**src/rtl/pipe_hazard_ctrl.sv**
```systemverilog
// Hazard sequencer for the five-stage LC-3b pipeline: drives latch load/flush
// enables, the PC redirect select, and saturating stall/flush counters.
module pipe_hazard_ctrl #(
   parameter int unsigned CNT_W = 16
) (
   input  logic             clk,
   input  logic             reset,
   input  logic             imem_req,
   input  logic             imem_resp,
   input  logic             dmem_req,
   input  logic             dmem_resp,
   input  logic             idex_mem_read,
   input  logic [2:0]       idex_dest,
   input  logic             idex_dest_valid,
   input  logic [2:0]       ifid_sr1,
   input  logic             ifid_sr1_valid,
   input  logic [2:0]       ifid_sr2,
   input  logic             ifid_sr2_valid,
   input  logic             branch_taken,
   output logic             load_pc,
   output logic             load_ifid,
   output logic             load_idex,
   output logic             load_exmem,
   output logic             load_memwb,
   output logic             flush_ifid,
   output logic             flush_idex,
   output logic             flush_exmem,
   output logic             pc_redirect,
   output logic [CNT_W-1:0] stall_count,
   output logic [CNT_W-1:0] flush_count
);

   // StDiscard: a redirect happened while a fetch was outstanding; the word
   // returned by that fetch belongs to the wrong path and must be dropped.
   typedef enum logic {StRun, StDiscard} state_e;

   state_e           state_q, state_d;
   logic [CNT_W-1:0] stall_cnt_q, stall_cnt_d;
   logic [CNT_W-1:0] flush_cnt_q, flush_cnt_d;

   logic dstall, istall, load_use;
   logic ld_pc, ld_ifid, ld_idex, ld_exmem, ld_memwb;
   logic fl_ifid, fl_idex, fl_exmem, redirect;

   assign dstall   = dmem_req & ~dmem_resp;
   assign istall   = imem_req & ~imem_resp;
   assign load_use = idex_mem_read & idex_dest_valid &
                     ((ifid_sr1_valid & (ifid_sr1 == idex_dest)) |
                      (ifid_sr2_valid & (ifid_sr2 == idex_dest)));

   // Prioritised latch control and next state.
   always_comb begin
      ld_pc    = 1'b0;
      ld_ifid  = 1'b0;
      ld_idex  = 1'b0;
      ld_exmem = 1'b0;
      ld_memwb = 1'b0;
      fl_ifid  = 1'b0;
      fl_idex  = 1'b0;
      fl_exmem = 1'b0;
      redirect = 1'b0;
      state_d  = state_q;
      if (dstall) begin
         // whole pipe frozen
      end else if (branch_taken) begin
         ld_pc    = 1'b1;
         redirect = 1'b1;
         ld_ifid  = 1'b1;
         ld_idex  = 1'b1;
         ld_exmem = 1'b1;
         ld_memwb = 1'b1;
         fl_ifid  = 1'b1;
         fl_idex  = 1'b1;
         fl_exmem = 1'b1;
         state_d  = istall ? StDiscard : StRun;
      end else if (state_q == StDiscard) begin
         // IF/ID stays flushed even on the cycle the stale word arrives
         ld_pc    = imem_resp;
         ld_ifid  = 1'b1;
         fl_ifid  = 1'b1;
         ld_idex  = 1'b1;
         fl_idex  = 1'b1;
         ld_exmem = 1'b1;
         ld_memwb = 1'b1;
         if (imem_resp) state_d = StRun;
      end else if (load_use) begin
         ld_idex  = 1'b1;
         fl_idex  = 1'b1;
         ld_exmem = 1'b1;
         ld_memwb = 1'b1;
      end else if (istall) begin
         ld_ifid  = 1'b1;
         fl_ifid  = 1'b1;
         ld_idex  = 1'b1;
         ld_exmem = 1'b1;
         ld_memwb = 1'b1;
      end else begin
         ld_pc    = 1'b1;
         ld_ifid  = 1'b1;
         ld_idex  = 1'b1;
         ld_exmem = 1'b1;
         ld_memwb = 1'b1;
      end
   end

   // Saturating performance counter next values.
   always_comb begin
      stall_cnt_d = stall_cnt_q;
      flush_cnt_d = flush_cnt_q;
      if (!ld_pc && (stall_cnt_q != '1)) stall_cnt_d = stall_cnt_q + CNT_W'(1);
      if (redirect && (flush_cnt_q != '1)) flush_cnt_d = flush_cnt_q + CNT_W'(1);
   end

   // State and counter registers.
   always_ff @(posedge clk or negedge reset) begin
      if (!reset) begin
         state_q     <= StRun;
         stall_cnt_q <= '0;
         flush_cnt_q <= '0;
      end else begin
         state_q     <= state_d;
         stall_cnt_q <= stall_cnt_d;
         flush_cnt_q <= flush_cnt_d;
      end
   end

   // Controls are forced inactive for as long as reset is held low.
   assign load_pc     = reset & ld_pc;
   assign load_ifid   = reset & ld_ifid;
   assign load_idex   = reset & ld_idex;
   assign load_exmem  = reset & ld_exmem;
   assign load_memwb  = reset & ld_memwb;
   assign flush_ifid  = reset & fl_ifid;
   assign flush_idex  = reset & fl_idex;
   assign flush_exmem = reset & fl_exmem;
   assign pc_redirect = reset & redirect;
   assign stall_count = stall_cnt_q;
   assign flush_count = flush_cnt_q;

endmodule

```
**config.mk**
```make
export PLATFORM = sky130hd
export DESIGN_NAME = pipe_hazard_ctrl
export DESIGN_NICKNAME = d
export VERILOG_FILES = /design/src/rtl/pipe_hazard_ctrl.sv
export SDC_FILE = /design/constraint.sdc
export NUM_CORES = 1
export LEC_CHECK = 0
export BUFFER_PORTS_ARGS = -buffer_cell sky130_fd_sc_hd__clkbuf_2
export CAP_MARGIN = 20
export CELL_PAD_IN_SITES_DETAIL_PLACEMENT = 0
export CELL_PAD_IN_SITES_GLOBAL_PLACEMENT = 2
export CORE_MARGIN = 2
export CORE_UTILIZATION = 27
export CTS_BUF_LIST = sky130_fd_sc_hd__clkbuf_8
export CTS_CLUSTER_SIZE = 8
export DETAILED_ROUTE_END_ITERATION = 7
export MAX_ROUTING_LAYER = met4
export PLACE_DENSITY = 0.79
export SYNTH_ARGS = -nofsm -noshare
export SYNTH_HDL_FRONTEND = slang
export SYNTH_SLANG_ARGS = --single-unit
```
**constraint.sdc**
```tcl
create_clock -name clk -period 1.8 [get_ports clk]
set_clock_uncertainty 0.15 [all_clocks]
set_input_delay 0.09 -clock clk [delete_from_list [all_inputs] [get_ports clk]]
set_output_delay 0.09 -clock clk [all_outputs]
set_load 0.03 [all_outputs]
```
* Word-level counts from Yosys, hierarchy flattened *
Cells that the tools add are included.

word-level totals
  register bits after elaboration = 33
  input port bits = 20
  output and inout bits = 41
  word-level logic and storage cells = 51

cells by class
  add/sub/neg operators = 2
  equal/unequal tests = 4
  muxes and demuxes = 24
  bitwise operators = 15
  reductions and logical operators = 3

operator list
  operator                                                          count
  16-bit by 1-bit adder with 16-bit output (second input constant)  2
  16-bit inequality test (second input constant)                    2
  1-bit 2-to-1 mux                                                  24
  1-bit AND                                                         12
  3-bit equality test                                               2
  1-bit logical AND                                                 2
  1-bit NOT                                                         2
  1-bit zero test                                                   1
  1-bit OR                                                          1

* Logic depth before layout (Yosys ltp) *
  depth in word-level cells = 10
  gate-level depth with buffers = 8

* Least setup slack after synthesis *
Ideal clock, no wire load.

  path type = flip-flop to flip-flop
  start point = register flush_cnt_q[0], in the netlist flush_count[0]
  end point = register flush_cnt_q[13], in the netlist flush_count[13]
  arrival = 1.755 ns
  required time = 1.516 ns
  setup slack = -0.240 ns
  stages on the path, launching flop included = 8
  buffers on the path = 0
  period minus slack after synthesis = 2.040 ns
  path through = dfrtp_1 > ha_1 > nand4_1 > nor2_1 > nor3_1 > nor3b_1 > nand3_1 > xnor2_1

between the ends
  word-level cells in the longest chain between the ends = 2
  elaborated cells on any way between the ends = 3

RTL lines
  what                                                                                              line  RTL
  from (decl)                                                                                       39    logic [CNT_W-1:0] flush_cnt_q, flush_cnt_d;
  from (signal assigned)                                                                            123   flush_cnt_q <= flush_cnt_d;
  parallel branches: the longest is 2 deep, another holds 16-bit by 1-bit adder with 16-bit output  n/a

Parallel ways; which one is timed is not known.
A chain may end at the register's enable or synchronous reset.

* Final worst setup path *
  start point = register stall_cnt_q[1], in the netlist stall_count[1]
  end point = register stall_cnt_q[1], in the netlist stall_count[1]

between the ends
  word-level cells in the longest chain between the ends = 2
  elaborated cells on any way between the ends = 3

RTL lines
  what                                                                                              line  RTL
  from (decl)                                                                                       38    logic [CNT_W-1:0] stall_cnt_q, stall_cnt_d;
  from (signal assigned)                                                                            122   stall_cnt_q <= stall_cnt_d;
  parallel branches: the longest is 2 deep, another holds 16-bit by 1-bit adder with 16-bit output  n/a

Parallel ways; which one is timed is not known.

==> key figures <==
STA
  • Final count of hold timing violations: 0
  • Slew @ Worst Pin: 0.320 ns
  • Post-route setup TNS: 0 ns
  • Slew Limit Headroom: 0.785
  • Final setup vio count: 0
  • RSZ-0062 raised after global routing: yes
  • Final-report max-slew violation count: 0
  • Final Cycle Share: 0.974
  • FMAX: 570 MHz
  • Minimum clock period: 1.75 ns

Clock tree
  • Reg clk slew, reported paths: 0.07 ns
  • Clock buffer depth: 2
  • Total CTS buffers: 5
  • H-Tree Depth: 2
  • Clock root cell: clkbuf_8
  • CTS tree: yes
  • Clock Latency Late Sink: 0.28 ns
  • Clk sinks: 33

Min path
  • Hold Path Class: primary input to asynchronous set/reset pin

Logic synthesis
  • Synth unique cells: 24
  • Synth warn: 0
  • Mapped cell area: 1690 µm²
  • Synth Instances: 170
  • Seq cells post-synth: 33
  • Sequential area share after synthesis: 0.489
  • Syn Nets: 192
  • Syn avg cell area: 9.93 µm²

Place
  • DP Wirelength: 3.35 mm
  • Placed Cells: 339
  • Placer Congestion: 0.745
  • Port bufs: 60

Critical path
  • Critical path required time: 1.82 ns
  • Crit end category: register
  • Reg2Reg Capture Point: stall_count[1]
  • R2r setup slk: 0.05 ns
  • CP Max Fanout: 6
  • Critical Path Max Stage Delay: 0.38 ns
  • R2r startpoint: stall_count[1]
  • Reg2Reg Depth: 6
  • WP data arrival: 1.77 ns
  • Critical path launch point type: register
  • Max stage delay cell, worst path: dfrtp_2
  • Cell Chain, Critical Path: ha_4 > and3_4 > nand3_4 > nor2_4 > o2bb2ai_4 > mux2_4
  • CP Class: register to register

Drt
  • Routed len/inst: 12.5 µm
  • Drt total wl: 4.45 mm
  • Final ANT Viol Nets: 0
  • Vias per cell: 4.55
  • Initial DRC Count: 79
  • Via count of the routed design: 1619
  • Total iterations of the first detailed-routing run: 4
  • DRC: 0

Pwr
  • P per Cell Area: 1140 nW/µm²
  • VDD IR-drop max: 876 µV
  • Final total power: 3.05 mW
  • Leak pwr: 1.32 nW

Global route
  • Vias in the first global route: 1610
  • Largest net degree at the start of global routing: 20
  • Gr usage total: 0.135
  • GR Overflow Total: 0
  • Initial antenna violation count: 0
  • Global-route wire length before repair: 7.44 mm

Run
  • Total of max-cap violations: 0

Cells and area
  • Commonest non-fill, non-tap cell in the layout: clkbuf_2
  • Most frequent cells in the layout: 60 x clkbuf_2, 40 x buf_4, 24 x dfrtp_1, 19 x xnor2_1, 16 x nand2_1
  • Final std cells w/o fill: 356
  • Fill cells: 603
  • Area Growth Syn to Fin: 58.1%
  • Final net count: 302
  • Share of layout cells above drive strength 1: 0.512
  • Ant diodes: 0

Floorplan
  • Die X-Extent: 83.1 µm
  • Die area: 6900 µm²
  • Initial Utilization: 0.282
  • Die Ht: 83.1 µm
  • Site Rows: 28
  • Core area: 5990 µm²
  • Ports: 61

Status
  • Outcome: finished, final reports clean
stage by stage:
| step | utilization | setup WS [ns] | hold slack, ns | area (µm²) |
|---|---|---|---|---|
| 3_3_place_gp | 0.408 | -0.0619 | -0.174 | 2440 |
| 4_1_cts | 0.435 | 0.00249 | 0.0452 | 2610 |
| 2_1_floorplan | - | -0.0457 | -0.356 | 1800 |
| 6_report | 0.445 | 0.0469 | 0.0382 | 2670 |
| 5_1_grt | 0.445 | -0.0479 | 0.0573 | 2670 |
| 3_5_place_dp | 0.408 | -0.0212 | -0.173 | 2440 |
layer usage:
metal	global-route usage	routed length (µm)	vias up
li1	-	-	803
met1	0.173	2120	758
met2	0.208	2100	56
met3	0.0358	210	2
met4	0.0447	27	0
met5	-	0	-
Yosys cell counts:
master	instances	area (µm²)
buf_6	1	11.3
dfrtp_1	33	826
ha_1	2	25.0
nand4_1	9	56.3
o31ai_1	1	7.51
nor3_1	10	50.1
a21oi_1	4	20.0
nand2_1	16	60.1
mux2_2	4	45.0
o22ai_1	1	6.26
buf_4	3	22.5
a31oi_1	1	6.26
nand2b_1	1	6.26
and2_1	2	12.5
nand3b_1	1	7.51
nor2_1	18	67.6
o2bb2ai_2	1	15.0
xnor2_1	19	166
nand3_1	15	75.1
xor2_1	15	131
nor4_1	2	12.5
and3_1	5	31.3
nor3b_1	1	7.51
inv_1	5	18.8
repair_timing:
| item | in CTS | in global routing |
|---|---|---|
| gates cloned | 1 | 0 |
| endpoints found under the hold margin | 34 | 0 |
| gates resized for setup | 3 | 11 |
| pin swaps | 3 | 5 |
| buffers inserted | 3 | 2 |
| hold buffers | 3 | 0 |
| endpoints found under the setup margin | 6 | 19 |
worst max-delay path by stage:
stage / start / to / depth (start not counted)
2_1_floorplan: stall_count[0] / stall_count[4] / 8
3_3_place_gp: state_q / stall_count[14] / 6
3_5_place_dp: stall_count[1] / stall_count[8] / 8
4_1_cts: stall_count[1] / stall_count[1] / 6
5_1_grt: flush_count[0] / flush_count[10] / 7
6_report: stall_count[1] / stall_count[1] / 6
registers in the layout, indices dropped and copies added (netlist names):
| register | cells |
|---|---|
| stall_count | 16 |
| flush_count | 16 |
| state_q | 1 |
power breakdown:
group          total [mW]  leakage (nW)  switching, mW  internal [mW]
registers            1.08         0.409          0.150          0.931
clock network       0.537        0.0491          0.275          0.262
logic                1.44         0.860          0.851          0.585
cells by family (layout without fill, tap and decap cells):
group	count (synthesis)	count (layout)	share of synthesized area
xor+xnor	34	34	0.176
compound gates	8	9	0.0326
mux	4	4	0.0267
flops	33	33	0.489
simple gates	80	80	0.229
buf+inv	9	119	0.0311
fa+ha+maj	2	2	0.0148
layout make-up:
| cell class | count | area, µm² | share of cell area |
|---|---|---|---|
| timing repair buffer | 106 | 664 | 0.249 |
| inverter | 5 | 18.8 | 0.00703 |
| tap | 75 | 93.8 | 0.0352 |
| sequential | 33 | 837 | 0.314 |
| multi-input combinational | 129 | 972 | 0.364 |
| clock inverter | 3 | 13.8 | 0.00516 |
| clock buffer | 5 | 68.8 | 0.0258 |
critical path: cells and delay by family, from the launching register on:
kind | cells | cell delay [ns]
AOI/OAI and AO/OA | 1 | 0.19
and+or+nand+nor | 3 | 0.44
adders and majority gates | 1 | 0.14
DFF | 1 | 0.38
muxes | 1 | 0.33
No activity file was read; power rests on OpenSTA's default activity.
